File: config.mk
export PLATFORM = sky130hd
export DESIGN_NAME = debounce_scan_ctrl
export DESIGN_NICKNAME = d
export VERILOG_FILES = /design/src/rtl/debounce_scan_ctrl.sv
export SDC_FILE = /design/constraint.sdc
export NUM_CORES = 1
export LEC_CHECK = 0
export CAP_MARGIN = 0
export CORE_UTILIZATION = 45
export CTS_CLUSTER_SIZE = 24
export DETAILED_ROUTE_END_ITERATION = 7
export SYNTH_ARGS = -nofsm -noshare
export SYNTH_HDL_FRONTEND = slang
export SYNTH_SLANG_ARGS = --single-unit
File: constraint.sdc
create_clock -name clk -period 4.4 [get_ports clk]
set_clock_uncertainty 0.15 [all_clocks]
set_input_delay 0.66 -clock clk [delete_from_list [all_inputs] [get_ports clk]]
set_output_delay 0.66 -clock clk [all_outputs]
set_load 0.1 [all_outputs]
File: src/rtl/debounce_scan_ctrl.sv
// Multi-channel debounce: one shared agree-filter scanned round-robin on each
// prescaler tick, with level-change events queued in a 4-deep show-ahead FIFO.
module debounce_scan_ctrl #(
    parameter int N_CH  = 4,
    parameter int DEPTH = 2,
    parameter int DIV   = 50000,
    parameter int CNT_W = 16,
    parameter int CH_W  = 2
) (
    input  logic            clk,
    input  logic            rst_n,
    input  logic            en,
    input  logic [N_CH-1:0] in,
    output logic [N_CH-1:0] filt,
    output logic            evt_valid,
    input  logic            evt_ready,
    output logic [CH_W-1:0] evt_ch,
    output logic            evt_level,
    input  logic            ovf_clr,
    output logic            ovf,
    output logic            busy
);
    typedef enum logic {IDLE, SCAN} state_t;

    state_t             state, state_nx;
    logic [CH_W-1:0]    idx, idx_nx;
    logic [N_CH-1:0]    in_m, in_s;
    logic [CNT_W-1:0]   cnt;
    logic               tick;
    logic [DEPTH-1:0]   hist [N_CH];
    logic [DEPTH-1:0]   hist_new;
    logic               agree, push;
    logic [CH_W:0]      mem [4];
    logic [1:0]         wr_ptr, rd_ptr;
    logic [2:0]         count;
    logic               full, pop, wr_en;

    always_ff @(posedge clk) begin
        if (!rst_n) begin
            in_m <= '0;
            in_s <= '0;
            cnt  <= '0;
        end else begin
            in_m <= in;
            in_s <= in_m;
            if (!en || tick) cnt <= '0;
            else             cnt <= cnt + 1'b1;
        end
    end

    assign tick = en && (cnt == CNT_W'(DIV - 1));

    always_ff @(posedge clk) begin
        if (!rst_n) begin
            state <= IDLE;
            idx   <= '0;
        end else begin
            state <= state_nx;
            idx   <= idx_nx;
        end
    end

    always_comb begin
        state_nx = state;
        idx_nx   = idx;
        busy     = (state == SCAN);
        case (state)
            IDLE: if (tick) begin
                state_nx = SCAN;
                idx_nx   = '0;
            end
            SCAN: begin
                if (idx == CH_W'(N_CH - 1)) state_nx = IDLE;
                else                        idx_nx   = idx + 1'b1;
            end
            default: state_nx = IDLE;
        endcase
    end

    // The level only moves once every sample in the window agrees.
    always_comb begin
        hist_new = {hist[idx][DEPTH-2:0], in_s[idx]};
        agree    = (&hist_new) | ~(|hist_new);
        push     = busy && agree && (hist_new[0] != filt[idx]);
    end

    always_ff @(posedge clk) begin
        if (!rst_n) begin
            filt <= '0;
            for (int i = 0; i < N_CH; i++) hist[i] <= '0;
        end else if (busy) begin
            hist[idx] <= hist_new;
            if (push) filt[idx] <= hist_new[0];
        end
    end

    assign full      = (count == 3'd4);
    assign evt_valid = (count != 3'd0);
    assign pop       = evt_valid && evt_ready;
    // A pop on the same edge frees the slot, so a push into a full FIFO survives.
    assign wr_en     = push && (!full || pop);
    assign {evt_ch, evt_level} = mem[rd_ptr];

    always_ff @(posedge clk) begin
        if (!rst_n) begin
            wr_ptr <= '0;
            rd_ptr <= '0;
            count  <= '0;
            ovf    <= 1'b0;
            for (int i = 0; i < 4; i++) mem[i] <= '0;
        end else begin
            if (wr_en) begin
                mem[wr_ptr] <= {idx, hist_new[0]};
                wr_ptr      <= wr_ptr + 2'd1;
            end
            if (pop) rd_ptr <= rd_ptr + 2'd1;
            case ({wr_en, pop})
                2'b10:   count <= count + 3'd1;
                2'b01:   count <= count - 3'd1;
                default: count <= count;
            endcase
            if (push && full && !pop) ovf <= 1'b1;
            else if (ovf_clr)         ovf <= 1'b0;
        end
    end
endmodule

==> flow_summary.json <==
{
  "yosys-top-cells-count": "dfxtp_1, nor2_1, nand2_1",
  "clockBufferDepth": 2,
  "ant_nets": 0,
  "dr.max_layer_used": "met4",
  "synth_top_family_by_area": "simple AND/OR/NAND/NOR gates",
  "slew_headroom_pct": 33.88,
  "async_flop_share_pct": 0,
  "synth-simple-area-share_pct": 21.76,
  "rrSetupSlack_ps": 980,
  "detail_route.vias_per_cell": 5.119,
  "drc_errors": 0,
  "rsz0062_at_grt": "no",
  "dieArea_mm2": 0.006163,
  "endpoint_kind": "flip-flop",
  "initialDrtViolationCount": 88,
  "start_util_pct": 47.25,
  "synth_nets": 273,
  "vias": 1812,
  "area_growth_pct": 16.82,
  "antenna_cells": 0,
  "power.leakage_nw": 1.072,
  "die_w_um": 78.51,
  "worstMarginPinSlew_ps": 988.7,
  "yosysTopAreaCell": "dfxtp_1",
  "path_cells": "mux4_2 > and3b_1 > o21ai_2 > ha_1 > inv_1 > fa_1 > xor2_1 > or3_1 > a21boi_0",
  "yosys.cell_types.count": 42,
  "cts_made_buffers": 9,
  "cts_root_buffer": "clkbuf_8",
  "avgSynthCellArea_um2": 10.25,
  "vdd.ir_drop.worst_v": 0.0001689,
  "detail_route.first_pass.iterations": 4,
  "synth-adder-area-share_pct": 3.610,
  "nFillCells": 493,
  "num_rows": 27,
  "wl_um": 4661,
  "postSynthCellCount": 257,
  "nNetsFinal": 293,
  "cts_setup_buffers": 0,
  "hold_violations": 0,
  "wl_met3_um": 200,
  "cellPowerDensity_mw_per_mm2": 387.3,
  "met2_length_um": 2186,
  "place.gp.congestion": 0.7725,
  "period_share_pct": 77.61,
  "rr_worst_depth": 9,
  "hp-class": "reg -> reg",
  "grt_pass1_wl_um": 8128,
  "crit_required_ps": 4510,
  "synth_top_area_share_pct": 32.68,
  "crit_type": "reg -> reg",
  "ys_seq_area_share_pct": 50.93,
  "cp-start-kind": "flip-flop",
  "min_to": "in_s[0]",
  "grt_max_degree": 42,
  "netlist_area_mm2": 0.002634,
  "synth.most_common_cell": "dfxtp_1",
  "wire_per_inst_um": 13.17,
  "status": "finished clean",
  "cts_hold_buf": 0,
  "grt-ovfl-total": 0,
  "fin_util_pct": 55.20,
  "antenna_found_initial": 0,
  "cts_tree": "done",
  "rr_startpoint": "idx[0]",
  "clock_sinks": 59,
  "core_mm2": 0.005574,
  "drv_slew": 0,
  "htreeDepth": 3,
  "hp-start": "in_m[0]",
  "grt_pass1_vias": 1723,
  "synth_compound_area_share_pct": 9.169,
  "synth_area_leaders": "dfxtp_1, edfxtp_1, mux4_2",
  "cts_resized": 0,
  "insertion_delay_ps": 330,
  "ys.flop_type": "dfxtp_1",
  "wl_met1_um": 2205,
  "setup_viol_count_final": 0,
  "fmax_mhz": 292.8,
  "die_y_um": 78.51,
  "ys_warn_count": 0,
  "path_clk_slew_ps": 60,
  "arrival_ps": 3530,
  "ys_ff_latch": 59,
  "synthXorXnorAreaFrac_pct": 4.656,
  "holdPathStages": 1,
  "synth_edf_count": 16,
  "slowest_stage": "mux4_2",
  "synth.mux.area_fraction_pct": 5.891,
  "worstPathMaxFanout": 12,
  "gr-usage-all-layers_pct": 17.65,
  "dp_hpwl_um": 3310,
  "setup_tns_ps": 0,
  "maxCapViolations": 0,
  "post-route-min-period_ps": 3415,
  "r2r_end": "count[2]",
  "drive_gt1_share_pct": 9.929,
  "critPathMaxStageDelay_ps": 640,
  "port_buffers": 18,
  "io_pins": 19
}
==> flip-flops by register name, summed over array words and instances (netlist names), 2 cells and up, named ones only <==
signal / flops
mem: 12
hist: 4
filt: 4
in_m: 4
rd_ptr: 2
wr_ptr: 2
count: 3
in_s: 4
cnt: 16
idx: 2
==> cells in the final DEF (no fill, tap or decap), drive strengths merged, types with 2 or more instances in the layout <==
master and n:
a21boi 2, a21oi 4, a31oi 4, and2 16
and3 3, clkbuf 14, clkdlybuf4s50 18, clkinv 2
dfxtp 43, edfxtp 16, ha 6, inv 14
mux2i 2, mux4 6, nand2 18, nand2b 5
nand3 10, nand4 4, nor2 22, nor3 9
nor4 2, nor4bb 2, o211ai 6, o21ai 18
or2 2, or3 6, xnor2 9, xor2 5
==> per-layer routing <==
layer	global-route usage, %	up-vias
li1	-	944
met1	22.34	819
met2	26.17	40
met3	6.628	9
met4	8.889	0
met5	0	-
==> final cells by class <==
type                            instances  area, um2  share of cell area, %
Clock buffer                           14      203.9                  6.629
Tap cell                               72      90.09                  2.928
Inverter                               14      52.55                  1.708
Clock inverter                          2      13.76                 0.4473
Multi-Input combinational cell        174       1187                  38.59
Timing Repair Buffer                   19      187.7                  6.100
Sequential cell                        59       1341                  43.60
==> worst max path at each step <==
| stage | start | end | slack [ps] |
|---|---|---|---|
| detailed placement | evt_ready | count[2] | 710 |
| global placement | evt_ready | count[2] | 750 |
| finish | idx[0] | count[2] | 980 |
| floorplan | filt[1] | count[2] | 1090 |
| CTS | idx[0] | count[2] | 980 |
| global route | idx[0] | count[2] | 790 |
==> critical path, delay by kind of cell, from the launching register on <==
family | cells | cell delay, ps
compound gates | 2 | 530
flops | 1 | 610
simple gates | 2 | 540
buf+inv | 1 | 60
xor+xnor | 1 | 160
fa+ha+maj | 2 | 650
mux | 1 | 640
==> cell families after synthesis <==
logic type | Yosys count
AOI/OAI and AO/OA | 39
buffers and inverters | 24
and+or+nand+nor | 106
DFF | 59
muxes | 8
adders and majority gates | 7
xor gates and xnor gates | 14
==> metrics by stage <==
stage / power, mW / setup WS, ps / area (um2) / hold slack [ps] / cells
final: 1.192 / 985.0 / 3077 / 283.7 / 354
after floorplan: 0.6696 / 1093 / 2634 / 261.9 / 257
after global placement: 0.6996 / 751.4 / 2859 / 265.3 / 338
after CTS: 1.211 / 979.5 / 3077 / 285.8 / 354
after detailed placement: 0.7003 / 708.5 / 2859 / 269.1 / 338
after global routing: 1.239 / 787.4 / 3077 / 293.1 / 354
==> report_power, final <==
group	internal (mW)	leakage [nW]	total (mW)	switching [mW]
clock	0.300	0.114	0.504	0.204
sequential	0.572	0.514	0.582	0.00993
combinational	0.0328	0.444	0.106	0.0729
No activity file was read; power rests on OpenSTA's default activity.
